**config.mk**
```make
export PLATFORM = sky130hd
export DESIGN_NAME = mips_cpu_mem_arbiter_flat
export DESIGN_NICKNAME = d
export VERILOG_FILES = /design/src/rtl/mips_cpu_pkg.sv /design/src/rtl/mips_cpu_mem_arbiter_if.sv /design/src/rtl/mips_cpu_mem_arbiter_wait_timer.sv /design/src/rtl/mips_cpu_mem_arbiter.sv /design/src/flat_wrapper.sv
export SDC_FILE = /design/constraint.sdc
export NUM_CORES = 1
export LEC_CHECK = 0
export ABC_CLOCK_PERIOD_IN_PS = 4600
export CAP_MARGIN = 20
export CORE_UTILIZATION = 35
export CTS_BUF_LIST = sky130_fd_sc_hd__clkbuf_16
export CTS_CLUSTER_SIZE = 16
export DETAILED_ROUTE_END_ITERATION = 6
export HOLD_SLACK_MARGIN = 0.12
export PLACE_DENSITY = 0.76
export SLEW_MARGIN = 10
export SYNTH_ARGS = -nofsm -noshare
export SYNTH_HDL_FRONTEND = slang
export SYNTH_SLANG_ARGS = --single-unit
```
**constraint.sdc**
```tcl
create_clock -name clk -period 4.6 [get_ports clk]
set_input_delay 0.46 -clock clk [delete_from_list [all_inputs] [get_ports clk]]
set_output_delay 0.46 -clock clk [all_outputs]
set_load 0.05 [all_outputs]
```
**src/rtl/mips_cpu_pkg.sv**
```systemverilog
// Shared CPU types: instruction decode enums plus the memory arbiter's
// state and grant encodings.
package mips_cpu_pkg;

  typedef enum logic [5:0] {
    OP_RTYPE = 6'h00,
    OP_J     = 6'h02,
    OP_BEQ   = 6'h04,
    OP_ADDIU = 6'h09,
    OP_LW    = 6'h23,
    OP_SW    = 6'h2b
  } opcode_t;

  typedef enum logic [5:0] {
    FN_SLL  = 6'h00,
    FN_JR   = 6'h08,
    FN_ADDU = 6'h21,
    FN_SUBU = 6'h23,
    FN_AND  = 6'h24,
    FN_OR   = 6'h25
  } funct_t;

  typedef enum logic [1:0] {
    IDLE = 2'd0,
    BUS  = 2'd1,
    DONE = 2'd2
  } arb_state_t;

  typedef enum logic {
    INSTR = 1'b0,
    DATA  = 1'b1
  } grant_t;

  localparam logic [3:0] BE_WORD = 4'hF;

  function automatic logic [31:0] word_align(input logic [31:0] addr);
    return addr & ~32'h3;
  endfunction

endpackage

```
**src/rtl/mips_cpu_mem_arbiter_if.sv**
```systemverilog
// Requester-side and memory-side bundles of the CPU memory arbiter.
//
// Handshake semantics: a requester raises *_req with stable attributes and
// holds it until its one-cycle *_ack; the bus side holds read/write and all
// attributes while waitrequest is high, and a transfer completes on the
// clock edge where the strobe is high and waitrequest is low.
interface mips_cpu_req_if;
  logic        i_req;
  logic [31:0] i_addr;
  logic [31:0] i_rdata;
  logic        i_ack;
  logic        d_req;
  logic        d_write;
  logic [31:0] d_addr;
  logic [31:0] d_wdata;
  logic [3:0]  d_byteenable;
  logic [31:0] d_rdata;
  logic        d_ack;
  logic        bus_err;
  logic        stall;

  modport master (
    output i_req, i_addr, d_req, d_write, d_addr, d_wdata, d_byteenable,
    input  i_rdata, i_ack, d_rdata, d_ack, bus_err, stall
  );

  modport slave (
    input  i_req, i_addr, d_req, d_write, d_addr, d_wdata, d_byteenable,
    output i_rdata, i_ack, d_rdata, d_ack, bus_err, stall
  );
endinterface

interface mips_cpu_bus_if;
  logic [31:0] address;
  logic        read;
  logic        write;
  logic [31:0] writedata;
  logic [3:0]  byteenable;
  logic        waitrequest;
  logic [31:0] readdata;

  modport master (
    output address, read, write, writedata, byteenable,
    input  waitrequest, readdata
  );

  modport slave (
    input  address, read, write, writedata, byteenable,
    output waitrequest, readdata
  );
endinterface

```
**src/rtl/mips_cpu_mem_arbiter_wait_timer.sv**
```systemverilog
// Saturating waitrequest counter; expired fires on the wait cycle that
// brings the count up to WAIT_TIMEOUT (never when WAIT_TIMEOUT is 0).
module mips_cpu_wait_timer #(
  parameter int unsigned WAIT_TIMEOUT = 255
) (
  input  logic clk,
  input  logic reset,
  input  logic clear,
  input  logic tick,
  output logic expired
);

  localparam int unsigned CW        = (WAIT_TIMEOUT > 255) ? $clog2(WAIT_TIMEOUT + 1) : 8;
  localparam int unsigned LIMIT_INT = (WAIT_TIMEOUT == 0) ? 0 : WAIT_TIMEOUT - 1;
  localparam logic [CW-1:0] LIMIT   = LIMIT_INT[CW-1:0];
  localparam bit ENABLED            = (WAIT_TIMEOUT != 0);

  logic [CW-1:0] count;

  always_ff @(posedge clk or posedge reset) begin
    if (reset) begin
      count <= '0;
    end else if (clear) begin
      count <= '0;
    end else if (tick && (count != '1)) begin
      count <= count + 1'b1;
    end
  end

  // count holds the waits already seen, so this tick is wait number count+1
  assign expired = ENABLED && tick && (count >= LIMIT);

endmodule

```
**src/rtl/mips_cpu_mem_arbiter.sv**
```systemverilog
// Round-robin arbiter sharing one Avalon-style master between the CPU's
// instruction-fetch and load/store requesters.
module mips_cpu_mem_arbiter
  import mips_cpu_pkg::*;
#(
  parameter int unsigned WAIT_TIMEOUT = 255
) (
  input  logic            clk,
  input  logic            reset,
  mips_cpu_req_if.slave   cpu,
  mips_cpu_bus_if.master  mem,
  output arb_state_t      dbg_state,
  output grant_t          dbg_grant
);

  arb_state_t state;
  grant_t     grant;
  grant_t     last_grant;
  grant_t     winner;
  logic       start;
  logic       wait_tick;
  logic       expired;

  // On a tie the requester that did not win last time goes first.
  always_comb begin
    winner = INSTR;
    if (cpu.i_req && cpu.d_req) begin
      winner = (last_grant == INSTR) ? DATA : INSTR;
    end else if (cpu.d_req) begin
      winner = DATA;
    end
  end

  assign start     = (state == IDLE) && (cpu.i_req || cpu.d_req);
  assign wait_tick = (state == BUS) && mem.waitrequest;

  mips_cpu_wait_timer #(.WAIT_TIMEOUT(WAIT_TIMEOUT)) u_wait_timer (
    .clk     (clk),
    .reset   (reset),
    .clear   (start),
    .tick    (wait_tick),
    .expired (expired)
  );

  always_ff @(posedge clk or posedge reset) begin
    if (reset) begin
      state          <= IDLE;
      grant          <= INSTR;
      last_grant     <= INSTR;
      mem.address    <= '0;
      mem.read       <= 1'b0;
      mem.write      <= 1'b0;
      mem.writedata  <= '0;
      mem.byteenable <= '0;
      cpu.i_rdata    <= '0;
      cpu.d_rdata    <= '0;
      cpu.i_ack      <= 1'b0;
      cpu.d_ack      <= 1'b0;
      cpu.bus_err    <= 1'b0;
    end else begin
      case (state)
        IDLE: begin
          if (start) begin
            grant <= winner;
            state <= BUS;
            if (winner == DATA) begin
              mem.address    <= word_align(cpu.d_addr);
              mem.read       <= !cpu.d_write;
              mem.write      <= cpu.d_write;
              mem.writedata  <= cpu.d_wdata;
              mem.byteenable <= cpu.d_byteenable;
            end else begin
              mem.address    <= word_align(cpu.i_addr);
              mem.read       <= 1'b1;
              mem.write      <= 1'b0;
              mem.writedata  <= '0;
              mem.byteenable <= BE_WORD;
            end
          end
        end

        BUS: begin
          if (!mem.waitrequest) begin
            mem.read   <= 1'b0;
            mem.write  <= 1'b0;
            last_grant <= grant;
            if (mem.read) begin
              if (grant == DATA) cpu.d_rdata <= mem.readdata;
              else               cpu.i_rdata <= mem.readdata;
            end
            cpu.i_ack   <= (grant == INSTR);
            cpu.d_ack   <= (grant == DATA);
            cpu.bus_err <= 1'b0;
            state       <= DONE;
          end else if (expired) begin
            mem.read  <= 1'b0;
            mem.write <= 1'b0;
            if (grant == DATA) cpu.d_rdata <= '0;
            else               cpu.i_rdata <= '0;
            cpu.i_ack   <= (grant == INSTR);
            cpu.d_ack   <= (grant == DATA);
            cpu.bus_err <= 1'b1;
            state       <= DONE;
          end
        end

        DONE: begin
          cpu.i_ack   <= 1'b0;
          cpu.d_ack   <= 1'b0;
          cpu.bus_err <= 1'b0;
          state       <= IDLE;
        end

        default: state <= IDLE;
      endcase
    end
  end

  assign cpu.stall = (cpu.i_req | cpu.d_req) & ~(cpu.i_ack | cpu.d_ack);
  assign dbg_state = state;
  assign dbg_grant = grant;

endmodule

```
**src/flat_wrapper.sv**
```systemverilog
// flat-port wrapper written by rule: the top's interface ports become plain ports
module mips_cpu_mem_arbiter_flat import mips_cpu_pkg::*;
#(
  parameter int unsigned WAIT_TIMEOUT = 255
)
  (clk, reset, dbg_state, dbg_grant, cpu_i_req, cpu_i_addr, cpu_d_req, cpu_d_write, cpu_d_addr, cpu_d_wdata, cpu_d_byteenable, cpu_i_rdata, cpu_i_ack, cpu_d_rdata, cpu_d_ack, cpu_bus_err, cpu_stall, mem_address, mem_read, mem_write, mem_writedata, mem_byteenable, mem_waitrequest, mem_readdata);
  mips_cpu_req_if cpu_i ();
  mips_cpu_bus_if mem_i ();
  input  logic clk;
  input  logic reset;
  output arb_state_t dbg_state;
  output grant_t dbg_grant;
  input wire logic [$bits(cpu_i.i_req)-1:0] cpu_i_req;
  input wire logic [$bits(cpu_i.i_addr)-1:0] cpu_i_addr;
  input wire logic [$bits(cpu_i.d_req)-1:0] cpu_d_req;
  input wire logic [$bits(cpu_i.d_write)-1:0] cpu_d_write;
  input wire logic [$bits(cpu_i.d_addr)-1:0] cpu_d_addr;
  input wire logic [$bits(cpu_i.d_wdata)-1:0] cpu_d_wdata;
  input wire logic [$bits(cpu_i.d_byteenable)-1:0] cpu_d_byteenable;
  output wire logic [$bits(cpu_i.i_rdata)-1:0] cpu_i_rdata;
  output wire logic [$bits(cpu_i.i_ack)-1:0] cpu_i_ack;
  output wire logic [$bits(cpu_i.d_rdata)-1:0] cpu_d_rdata;
  output wire logic [$bits(cpu_i.d_ack)-1:0] cpu_d_ack;
  output wire logic [$bits(cpu_i.bus_err)-1:0] cpu_bus_err;
  output wire logic [$bits(cpu_i.stall)-1:0] cpu_stall;
  output wire logic [$bits(mem_i.address)-1:0] mem_address;
  output wire logic [$bits(mem_i.read)-1:0] mem_read;
  output wire logic [$bits(mem_i.write)-1:0] mem_write;
  output wire logic [$bits(mem_i.writedata)-1:0] mem_writedata;
  output wire logic [$bits(mem_i.byteenable)-1:0] mem_byteenable;
  input wire logic [$bits(mem_i.waitrequest)-1:0] mem_waitrequest;
  input wire logic [$bits(mem_i.readdata)-1:0] mem_readdata;
  assign cpu_i.i_req = cpu_i_req;
  assign cpu_i.i_addr = cpu_i_addr;
  assign cpu_i.d_req = cpu_d_req;
  assign cpu_i.d_write = cpu_d_write;
  assign cpu_i.d_addr = cpu_d_addr;
  assign cpu_i.d_wdata = cpu_d_wdata;
  assign cpu_i.d_byteenable = cpu_d_byteenable;
  assign cpu_i_rdata = cpu_i.i_rdata;
  assign cpu_i_ack = cpu_i.i_ack;
  assign cpu_d_rdata = cpu_i.d_rdata;
  assign cpu_d_ack = cpu_i.d_ack;
  assign cpu_bus_err = cpu_i.bus_err;
  assign cpu_stall = cpu_i.stall;
  assign mem_address = mem_i.address;
  assign mem_read = mem_i.read;
  assign mem_write = mem_i.write;
  assign mem_writedata = mem_i.writedata;
  assign mem_byteenable = mem_i.byteenable;
  assign mem_i.waitrequest = mem_waitrequest;
  assign mem_i.readdata = mem_readdata;
  mips_cpu_mem_arbiter #(.WAIT_TIMEOUT(WAIT_TIMEOUT)) u_core (.clk(clk), .reset(reset), .cpu(cpu_i), .mem(mem_i), .dbg_state(dbg_state), .dbg_grant(dbg_grant));
endmodule
```
Yosys cells after proc, flatten, opt, wreduce, memory -nomap -nowiden
Cells that the tools add are included.

Add/subtract/negate cells: 1. Order comparisons: 1. Eq/ne operators: 6. Multiplexer cells: 39. Bitwise logic cells: 6. Reduce and logical (&&, ||, !) cells: 19.

Operators by type and width (count): 32-bit 2-to-1 mux (12); 8-bit 2-to-1 mux (2); 1-bit 2-to-1 mux (15); 1-bit case mux with 2 select lines (5); 8-bit by 1-bit adder with 8-bit output, second input constant (1); 8-bit >= comparator, second input constant (1); 8-bit inequality test, second input constant (1); 2-bit AND reduction (4); 4-bit AND reduction (2); 2-bit nonzero test (4); 2-bit 2-to-1 mux (3); 1-bit logical AND (5); 4-bit 2-to-1 mux (1); 2-bit by 1-bit inequality test with 1-bit output, second input constant (2); 2-bit case mux with 2 select lines (1); 3-bit by 2-bit inequality test with 1-bit output, second input constant (1); 1-bit NOT (3); 3-bit AND reduction (1); 2-bit by 1-bit equality test with 1-bit output, second input constant (1); 2-bit equality test, second input constant (1); 2-bit zero test (1); 1-bit OR (2); 1-bit bitwise AND (1); 1-bit zero test (1); 1-bit logical OR (1).

Bits in registers: 149. Input bits: 138. Output and inout bits: 141. Word-level logic and storage cells: 86.

Logic depth before layout (Yosys ltp)
Word-level depth: 6. Mapped depth: 8. Mapped depth without buffers: 6.

By module
Synthesis repeated with hierarchy kept, for this count alone.

Cell total of the unflattened synthesis: 515. Area total of the unflattened synthesis: 6309.8 sq um.

By module, submodules not included: mips_cpu_mem_arbiter (instances 1, cells each 465, area each 5840.6 sq um, seq. area each 3478.3 sq um); mips_cpu_wait_timer (instances 1, cells each 50, area each 469.2 sq um, seq. area each 200.2 sq um).

Worst setup path after synthesis
OpenSTA, ideal clock, no wires.

Kind: register -> output. Start: reg u_core.cpu.d_ack. End: out cpu_stall. Arrival: 1.723 ns. Data required time: 4.140 ns. Setup slack: 2.417 ns. Stages on the path, launching flop included: 2. Buffers on the path: 0. Cell sequence: dfrtp_1 nor3_1.

Word-level cells in the longest chain between the ends: 3.

RTL lines: start: declaration (RTL line mips_cpu_mem_arbiter_if.sv:29) `output i_rdata, i_ack, d_rdata, d_ack, bus_err, stall`; start signal: assignment (RTL line mips_cpu_mem_arbiter.sv:92) `cpu.d_ack <= (grant == DATA);`; start signal: assignment (RTL line mips_cpu_mem_arbiter.sv:101) `cpu.d_ack <= (grant == DATA);`; 1-bit OR (RTL line mips_cpu_mem_arbiter.sv:119) `assign cpu.stall = (cpu.i_req | cpu.d_req) & ~(cpu.i_ack | cpu.d_ack);`; 1-bit NOT (RTL line mips_cpu_mem_arbiter.sv:119); 1-bit bitwise AND (RTL line mips_cpu_mem_arbiter.sv:119); end: declaration (RTL line flat_wrapper.sv:25) `output wire logic [$bits(cpu_i.stall)-1:0] cpu_stall;`.

No other way between the ends.

Final worst setup path
Start: in cpu_i_req. End: out cpu_stall.

Word-level cells in the longest chain between the ends: 2.

RTL lines: start: declaration (RTL line flat_wrapper.sv:13) `input wire logic [$bits(cpu_i.i_req)-1:0] cpu_i_req;`; 1-bit OR (RTL line mips_cpu_mem_arbiter.sv:119); 1-bit bitwise AND (RTL line mips_cpu_mem_arbiter.sv:119).

No other way between the ends.

==> run_results.csv <==
group,metric,value,unit
sta,maxSlewViolCount,0,
outcome,status,"finished clean",
critical_path,crit_slowest_cell,"clkdlybuf4s50_1",
finish,n_antenna_cell,0,
floorplan,die-height,131,um
global_routing,grt_pass1_wl,24700,um
sta,whs,0.474,ns
floorplan,dieWidth,131,um
power_and_ir_drop,switching_share,47.2,%
global_routing,grt.total_usage,19.1,%
drt,viasPerCell,4.99,
finish,fin_area,9360,um2
clock_tree,cts.htree.levels,4,
clock_tree,cts-resized-gates,0,
place,dp_hpwl,11500,um
finish,drive_gt1_share,6.68,%
global_routing,overflow,0,
power_and_ir_drop,p_clk_share,16.6,%
clock_tree,post-cts-setup-buffer-count,0,
sta,fmax,0.378,GHz
power_and_ir_drop,ir_drop,0.000527,V
global_routing,grt_pass1_vias,4882,
worst_hold_path,min_path_type,"input pin to async pin",
power_and_ir_drop,leakagePower,4.16,nW
power_and_ir_drop,power.switching,3.76,mW
critical_path,crit-reg2reg-launch,"u_core.dbg_state[1]$_DFFE_PP0P_",
global_routing,grt_max_degree,122,
sta,worstMarginPinSlew,0.821,ns
clock_tree,cts.reportedPaths.clkPinSlew,0.06,ns
power_and_ir_drop,p_int,4.20,mW
place,place_area,8750,um2
synth,synthTopCellsByArea,"dfrtp_1, a22o_1, mux2i_1",
sta,setup_violations,0,
finish,multi_input_area,2000,um2
finish,fin_nets,867,
critical_path,worstRegToRegCells,8,
power_and_ir_drop,p_comb_share,55.3,%
synth,synth_area_per_cell,12.8,um2
synth,synth_top_area_share,63.2,%
critical_path,cp-startpoint,"cpu_i_req",
critical_path,path_delay_family,"buffers and inverters",
synth,synth-seq-area-share,63.2,%
power_and_ir_drop,p_per_area,851,nW/um2
critical_path,path_buf_inv,2,
finish,area_delta_synth_final,60.8,%
drt,drt-initial-drc-count,184,
sta,relSlewSlack,45.0,%
sta,fin_crit_sh,57.6,%
synth,synth.cell_area,5820,um2
floorplan,initial_core_util,36.2,%
floorplan,core.rowCount,46,
floorplan,core_area,16100,um2
drt,drcViolationCount,0,
drt,ant_nets,0,
place,portBuffers,272,
finish,mostFrequentLayoutCells,"clkdlybuf4s50_1, dfrtp_1, a22o_1",
sta,finalClockSkew,0.0138,ns
drt,wl_per_cell,17.0,um
clock_tree,cts_root_buf,"clkbuf_16",
place,pre_cts_slack,1.55,ns
synth,syn_inst,455,
finish,ff_latch_area,3680,um2
critical_path,worstSetupEndpointType,"primary output",
critical_path,cp-start-kind,"input pin",
critical_path,arrival,2.19,ns
drt,via_count,4742,
floorplan,dieArea,17100,um2
drt,wirelength,16200,um
clock_tree,cts_tree,"yes",
critical_path,cp_common_cell,"clkdlybuf4s50_1",
sta,rsz0062_at_grt,"false",
synth,synth.largest_area_cell,"dfrtp_1",
clock_tree,clock_latency,0.41,ns
critical_path,path_class,"input pin to primary output",
finish,fill_cells,1278,
critical_path,cpPeakStageDelay,0.84,ns
place,place_congestion,0.794,
global_routing,antenna_found_initial,0,
clock_tree,cts_buffer_depth,2,
clock_tree,cts_hold_buf,0,
sta,fin_crit,2.65,ns
synth,synth-seq-cells,147,
critical_path,path_cells,"clkdlybuf4s50_1 > nor2_1 > nor3_1 > clkdlybuf4s50_1",
sta,hold_viol_final,0,
synth,yosysWarnings,0,
finish,final_common_cell,"clkdlybuf4s50_1",
power_and_ir_drop,seqPwrFrac,28.1,%
synth,synth_cell_types,34,
clock_tree,cts_made_buffers,17,
sta,setup-tns-final,0,ns
sta,fin_ws,1.95,ns
clock_tree,clock_sinks,147,
critical_path,crit_required,4.14,ns
drt,first_pass_iters,4,
job,cap_violations,0,
critical_path,cp_max_fo,3,
floorplan,io_pins,279,
critical_path,path_depth,4,
[sequential cells by signal, summed over array words and instances (netlist names)]
| register | flops |
|---|---|
| u_core.cpu.i_ack | 1 |
| u_core.cpu.i_rdata | 32 |
| u_core.mem.byteenable | 4 |
| u_core.dbg_state | 2 |
| u_core.cpu.d_ack | 1 |
| u_core.dbg_grant | 1 |
| u_core.mem.read | 1 |
| u_core.cpu.d_rdata | 32 |
| u_core.last_grant | 1 |
| u_core.cpu.bus_err | 1 |
| u_core.mem.writedata | 32 |
| u_core.mem.address | 30 |
| u_core.mem.write | 1 |
| u_core.u_wait_timer.count | 8 |
[final timing paths]
| path | endpoint | slack [ns] |
|---|---|---|
| worst max-delay path | cpu_stall | 1.95 |
| worst min-delay path | u_core.cpu.d_rdata[19]$_DFFE_PP0P_ | 0.47 |
| worst max register to register | u_core.cpu.i_rdata[20]$_DFFE_PP0P_ | 2.35 |
| worst min register to register | u_core.mem.address[8]$_DFFE_PP0P_ | 0.48 |
| max in group asynchronous | u_core.mem.byteenable[3]$_DFFE_PP0P_ | 3.35 |
| min in group clk | u_core.mem.address[8]$_DFFE_PP0P_ | 0.48 |
[cell families after synthesis]
logic type | after synthesis | synth area share [%]
AOI/OAI and AO/OA | 151 | 20.2
DFF | 147 | 63.2
and+or+nand+nor | 70 | 5.31
buffers and inverters | 40 | 2.97
muxes | 34 | 5.94
adders and majority gates | 7 | 1.51
xor gates and xnor gates | 5 | 0.753
other | 1 | 0.0645
[power groups by stage]
stage               clock network, mW  registers, mW  logic (mW)
finish                           1.32           2.24        4.40
global route                     1.42           2.31        4.61
CTS                              1.35           2.24        4.43
detailed placement                  0           2.24        4.41
global placement                    0           2.23        4.35
floorplan                           0           4.17       0.903
[cell usage after synthesis, drive strengths merged]
| cell | count |
|---|---|
| a21oi | 6 |
| nor2 | 12 |
| mux2i | 30 |
| and3 | 4 |
| ha | 7 |
| o211ai | 3 |
| buf | 14 |
| o21ai | 32 |
| a2111oi | 1 |
| xnor2 | 3 |
| a41o | 1 |
| nand3 | 2 |
| clkbuf | 20 |
| mux2 | 4 |
| o2bb2ai | 2 |
| nor2b | 1 |
| a21boi | 1 |
| a211oi | 2 |
| conb | 1 |
| and4 | 1 |
| or4 | 1 |
| nand4 | 1 |
| nor3 | 2 |
| nand2 | 43 |
| inv | 6 |
| xor2 | 2 |
| dfrtp | 147 |
| a31oi | 1 |
| and2 | 2 |
| o22a | 4 |
| or4b | 1 |
| a22o | 98 |
[layout make-up]
type                       count  share of cell area (%)
inverter                       6                   0.294
multi-input combinational    269                    21.4
clock inverter                14                    1.47
clock buffer                  17                    4.55
sequential                   147                    39.3
timing repair buffer         281                    30.1
tap                          216                    2.89
[worst reg2reg max path: cells and delay by family (launching register included)]
kind | cells | cell delay [ns]
flip-flops | 1 | 0.41
adder cells (fa/ha/maj) | 1 | 0.25
AND/OR/NAND/NOR | 2 | 0.41
AO/OA/AOI/OAI | 2 | 0.30
buffers and inverters | 3 | 0.76
[metal layers]
metal | vias to the layer above | GRT usage (%) | routed length, um | share of wire, %
met5 | - | 0 | 0 | 0
met4 | 0 | 7.51 | 237 | 1.5
met3 | 16 | 5.66 | 1190 | 7.3
met2 | 196 | 33.2 | 8310 | 51
met1 | 2320 | 22.2 | 6460 | 40
li1 | 2210 | - | - | -
[metrics by stage]
stage          power [mW]  cells  util, %
2_1_floorplan        5.07    456        -
3_3_place_gp         6.58    917     54.5
3_5_place_dp         6.65    917     54.5
4_1_cts              8.02    948     58.0
5_1_grt              8.33    950     58.3
6_report             7.96    950     58.3
(Power assumes the default switching activity.)
